<file path="src/rtl/ten_bit_serial_adder.sv">
// Bit-serial WIDTH-bit adder S = A + B + Ci, one bit per clock, LSB first; latency WIDTH+1 cycles start->done.
// start is accepted in IDLE or DONE and ignored while busy (no queuing); S/Co hold until the next completion.
module ten_bit_serial_adder #(
    parameter int WIDTH = 10
) (
    input  logic             clk,
    input  logic             rst_n,
    input  logic             start,
    input  logic [WIDTH-1:0] A,
    input  logic [WIDTH-1:0] B,
    input  logic             Ci,
    output logic             busy,
    output logic             done,
    output logic [WIDTH-1:0] S,
    output logic             Co
);
    localparam int CW = $clog2(WIDTH + 1);

    typedef enum logic [1:0] {IDLE, RUN, DONE} state_t;

    state_t           state;
    state_t           state_nxt;
    logic [WIDTH-1:0] op_a;
    logic [WIDTH-1:0] op_b;
    logic [WIDTH-1:0] r;
    logic             c;
    logic [CW-1:0]    cnt;
    logic             accept;
    logic             last;
    logic             sum_bit;
    logic             carry_nxt;

    assign accept    = start && (state != RUN);
    assign last      = (cnt == CW'(WIDTH - 1));
    assign sum_bit   = op_a[0] ^ op_b[0] ^ c;
    assign carry_nxt = (op_a[0] & op_b[0]) | (op_a[0] & c) | (op_b[0] & c);

    always_ff @(posedge clk or negedge rst_n) begin
        if (!rst_n) begin
            state <= IDLE;
        end else begin
            state <= state_nxt;
        end
    end

    always_comb begin
        state_nxt = state;
        case (state)
            IDLE:    if (start) state_nxt = RUN;
            RUN:     if (last) state_nxt = DONE;
            DONE:    state_nxt = start ? RUN : IDLE;
            default: state_nxt = IDLE;
        endcase
    end

    always_comb begin
        busy = 1'b0;
        done = 1'b0;
        case (state)
            RUN:     busy = 1'b1;
            DONE:    done = 1'b1;
            default: ;
        endcase
    end

    always_ff @(posedge clk or negedge rst_n) begin
        if (!rst_n) begin
            op_a <= '0;
            op_b <= '0;
            r    <= '0;
            c    <= 1'b0;
            cnt  <= '0;
            S    <= '0;
            Co   <= 1'b0;
        end else if (accept) begin
            op_a <= A;
            op_b <= B;
            r    <= '0;
            c    <= Ci;
            cnt  <= '0;
        end else if (state == RUN) begin
            op_a <= {1'b0, op_a[WIDTH-1:1]};
            op_b <= {1'b0, op_b[WIDTH-1:1]};
            r    <= {sum_bit, r[WIDTH-1:1]};
            c    <= carry_nxt;
            cnt  <= cnt + CW'(1);
            // The final bit bypasses r so S is complete on the RUN->DONE edge.
            if (last) begin
                S  <= {sum_bit, r[WIDTH-1:1]};
                Co <= carry_nxt;
            end
        end
    end
endmodule

</file>
<file path="config.mk">
export PLATFORM = sky130hd
export DESIGN_NAME = ten_bit_serial_adder
export DESIGN_NICKNAME = d
export VERILOG_FILES = /design/src/rtl/ten_bit_serial_adder.sv
export SDC_FILE = /design/constraint.sdc
export NUM_CORES = 1
export LEC_CHECK = 0
export ABC_CLOCK_PERIOD_IN_PS = 2770
export BUFFER_PORTS_ARGS = -buffer_cell sky130_fd_sc_hd__clkbuf_2
export CORE_MARGIN = 5
export CORE_UTILIZATION = 35
export CTS_CLUSTER_DIAMETER = 30
export DETAILED_ROUTE_END_ITERATION = 8
export PLACE_DENSITY = 0.52
export SLEW_MARGIN = 5
export SYNTH_ARGS = -nofsm -noshare
export SYNTH_HDL_FRONTEND = slang
export SYNTH_SLANG_ARGS = --single-unit
</file>
<file path="constraint.sdc">
create_clock -name clk -period 2.77 [get_ports clk]
set_clock_uncertainty 0.2 [all_clocks]
set_input_delay 0.1385 -clock clk [delete_from_list [all_inputs] [get_ports clk]]
set_output_delay 0.1385 -clock clk [all_outputs]
set_load 0.02 [all_outputs]
</file>
==> results_dict.tcl <==
set metrics [dict create \
    drt_drc_violations_left 0 \
    area_growth_syn_to_layout_pct 26.4 \
    clk_latency_ps 290 \
    gp_congestion 0.695 \
    post-cts-setup-buffers 0 \
    detail_route.wl_per_cell_um 12.3 \
    r2r-start "state[0]$_DFFE_PN0P_" \
    yosysTopAreaCell "dfrtp_1" \
    fin_util 0.462 \
    avgSynthCellArea_um2 11.2 \
    grt_max_degree 63 \
    synth_top_area_share 0.578 \
    stdcell_count 309 \
    core_um2 5570 \
    die_w_um 86.2 \
    clkPwrFrac 0.184 \
    yosys-top-cells-area "dfrtp_1 58%, mux2i_1 11%, o21ai_0 7.9%" \
    reg2reg_depth 4 \
    die_height_um 86.2 \
    rsz0062_at_grt "false" \
    clk_pin_slew_ps 80 \
    finalPower_mw 2.42 \
    gr-usage-all-layers 0.114 \
    cp-startpoint "state[1]$_DFFE_PN0P_" \
    path_class "reg2out" \
    drt_iter0_markers 57 \
    p_int_mw 1.55 \
    die_area_um2 7440 \
    p_switching_uw 872 \
    cp_data_required_time_ps 2430 \
    syn_inst 181 \
    cts_tree "yes" \
    rows 27 \
    leakagePower_nw 1.23 \
    finalCritPeriodShare 0.834 \
    drv_slew 0 \
    rr_endpoint "cnt[3]$_DFFE_PN0P_" \
    totalWireLength_um 3800 \
    ys_types 21 \
    powerDensity_nw_per_um2 941 \
    max_freq_mhz 433 \
    drv_cap 0 \
    reg2reg_slack_ps 730 \
    cts.sinks 47 \
    critPathCapture "busy" \
    antenna_cells 0 \
    yosysSeqAreaShare 0.578 \
    slew_headroom 0.453 \
    syn_nets 208 \
    post-route-min-period_ps 2310 \
    postRouteAntennaNets 0 \
    critPathMaxFanout 62 \
    finalHoldViolCount 0 \
    grt_pass1_wl_um 6730 \
    initial_core_util 0.365 \
    ys_seq_elements 47 \
    cts_root_buf "clkbuf_8" \
    grt_pass1_vias 1416 \
    fin_tns_setup_ps 0 \
    worstHoldPathType "in2async" \
    p_comb_frac 0.331 \
    worstMarginPinSlew_ps 819 \
    ys.warnings.count 0 \
    htree_levels 2 \
    overflow 0 \
    dp.cells 279 \
    vias_per_cell 4.53 \
    drt_first_pass_iters 4 \
    synthesis.area_um2 2030 \
    peakVddDrop_mv 0.370 \
    seqPwrFrac 0.485 \
    place_hpwl_um 2510 \
    swShare 0.360 \
    status "completed" \
    cts_buffers 5 \
    nNetsFinal 263 \
    drive_above_1_share 0.249 \
    cp-end-kind "primary output" \
    clockBufferDepth 2 \
    worstPathArrival_ps 1970 \
    antenna_found_initial 0 \
    numPortBuffers 36 \
    io-pin-count 37 \
    via_count 1401 \
    cp-start-kind "register" \
    setup_viol 0 \
]
-- worst min-delay path by stage --
| stage | to | slack, ps | cells past startpoint |
|---|---|---|---|
| 2_1_floorplan | Co$_DFFE_PN0P_ | -360 | 0 |
| 3_3_place_gp | op_b[4]$_DFFE_PN0P_ | -160 | 1 |
| 6_report | op_b[4]$_DFFE_PN0P_ | 60 | 2 |
| 5_1_grt | op_b[8]$_DFFE_PN0P_ | 90 | 2 |
| 4_1_cts | op_b[8]$_DFFE_PN0P_ | 70 | 2 |
| 3_5_place_dp | op_b[4]$_DFFE_PN0P_ | -160 | 1 |
-- Yosys cell counts --
library cell and n:
mux2i_1 22, dfrtp_1 47, clkbuf_1 4, mux2_2 12
buf_2 5, nor2_1 2, buf_6 2, nand3_1 3
nand2_1 39, nor2b_1 1, inv_2 1, and3_1 1
o21ai_0 32, ha_1 2, fa_1 1, a311o_1 1
nor3_1 1, inv_1 2, clkbuf_2 1, nand2b_1 1
nor3_4 1
-- critical path, stage by stage (launching register included) --
cell and delay, ps:
dfrtp_1 370, nand2b_1 310, inv_2 690, clkbuf_2 300
-- metrics by stage --
step                      setup slack [ps]  cell area, um2  hold slack (ps)
final                                  459            2570             59.8
after global routing                   265            2570             87.6
after CTS                              431            2570             68.4
after detailed placement               736            2250             -165
after global placement                 766            2250             -163
after floorplan                       1150            2030             -357
-- per-layer routing --
layer	vias to the layer above	global-route usage	wire [um]
li1	721	-	-
met1	656	0.153	1880
met2	19	0.179	1700
met3	5	0.0323	167
met4	0	0.0382	53
met5	-	0	0
-- area by class of cell --
| type | instances | area (um2) |
|---|---|---|
| well taps | 72 | 90.1 |
| inverters | 3 | 11.3 |
| flip-flops and latches | 47 | 1180 |
| multi-input cells | 119 | 779 |
| fillers | 538 | 3000 |
| clock buffers | 8 | 100 |
| repair buffers | 60 | 415 |
-- flip-flops by register name (all words and copies together), names as in the netlist --
| register | flops |
|---|---|
| S | 10 |
| op_a | 10 |
| op_b | 10 |
| r | 9 |
| cnt | 4 |
| state | 2 |
| Co | 1 |
| c | 1 |
-- what timing repair did --
item | 4_1_cts | 5_1_grt
resized for setup | 0 | 0
hold buffers | 22 | 0
endpoints found under the hold margin | 68 | 0
-- kinds of logic after synthesis --
family	after synthesis	synth area share
compound gates	33	0.0836
simple gates	49	0.103
mux	34	0.175
flops	47	0.578
fa+ha+maj	3	0.0221
buf+inv	15	0.0387
-- cells in the final DEF, fill, tap and decap left out, types with 2 or more instances in the layout --
cell type and instances:
dfrtp_1 47, nand2_1 39, clkbuf_2 36, o21ai_0 32, mux2i_1 22, dlygate4sd3_1 22, mux2_2 12, clkbuf_8 7
nand3_1 3, inv_1 2, nor2_1 2, ha_1 2, buf_4 2
-- power by group through the flow --
stage / combinational, mW / clock, mW / sequential (mW)
CTS: 0.825 / 0.467 / 1.18
global route: 0.935 / 0.499 / 1.22
detailed placement: 0.800 / 0 / 1.19
global placement: 0.789 / 0 / 1.19
finish: 0.801 / 0.445 / 1.17
floorplan: 0.519 / 0 / 1.24
(Power assumes the default switching activity.)
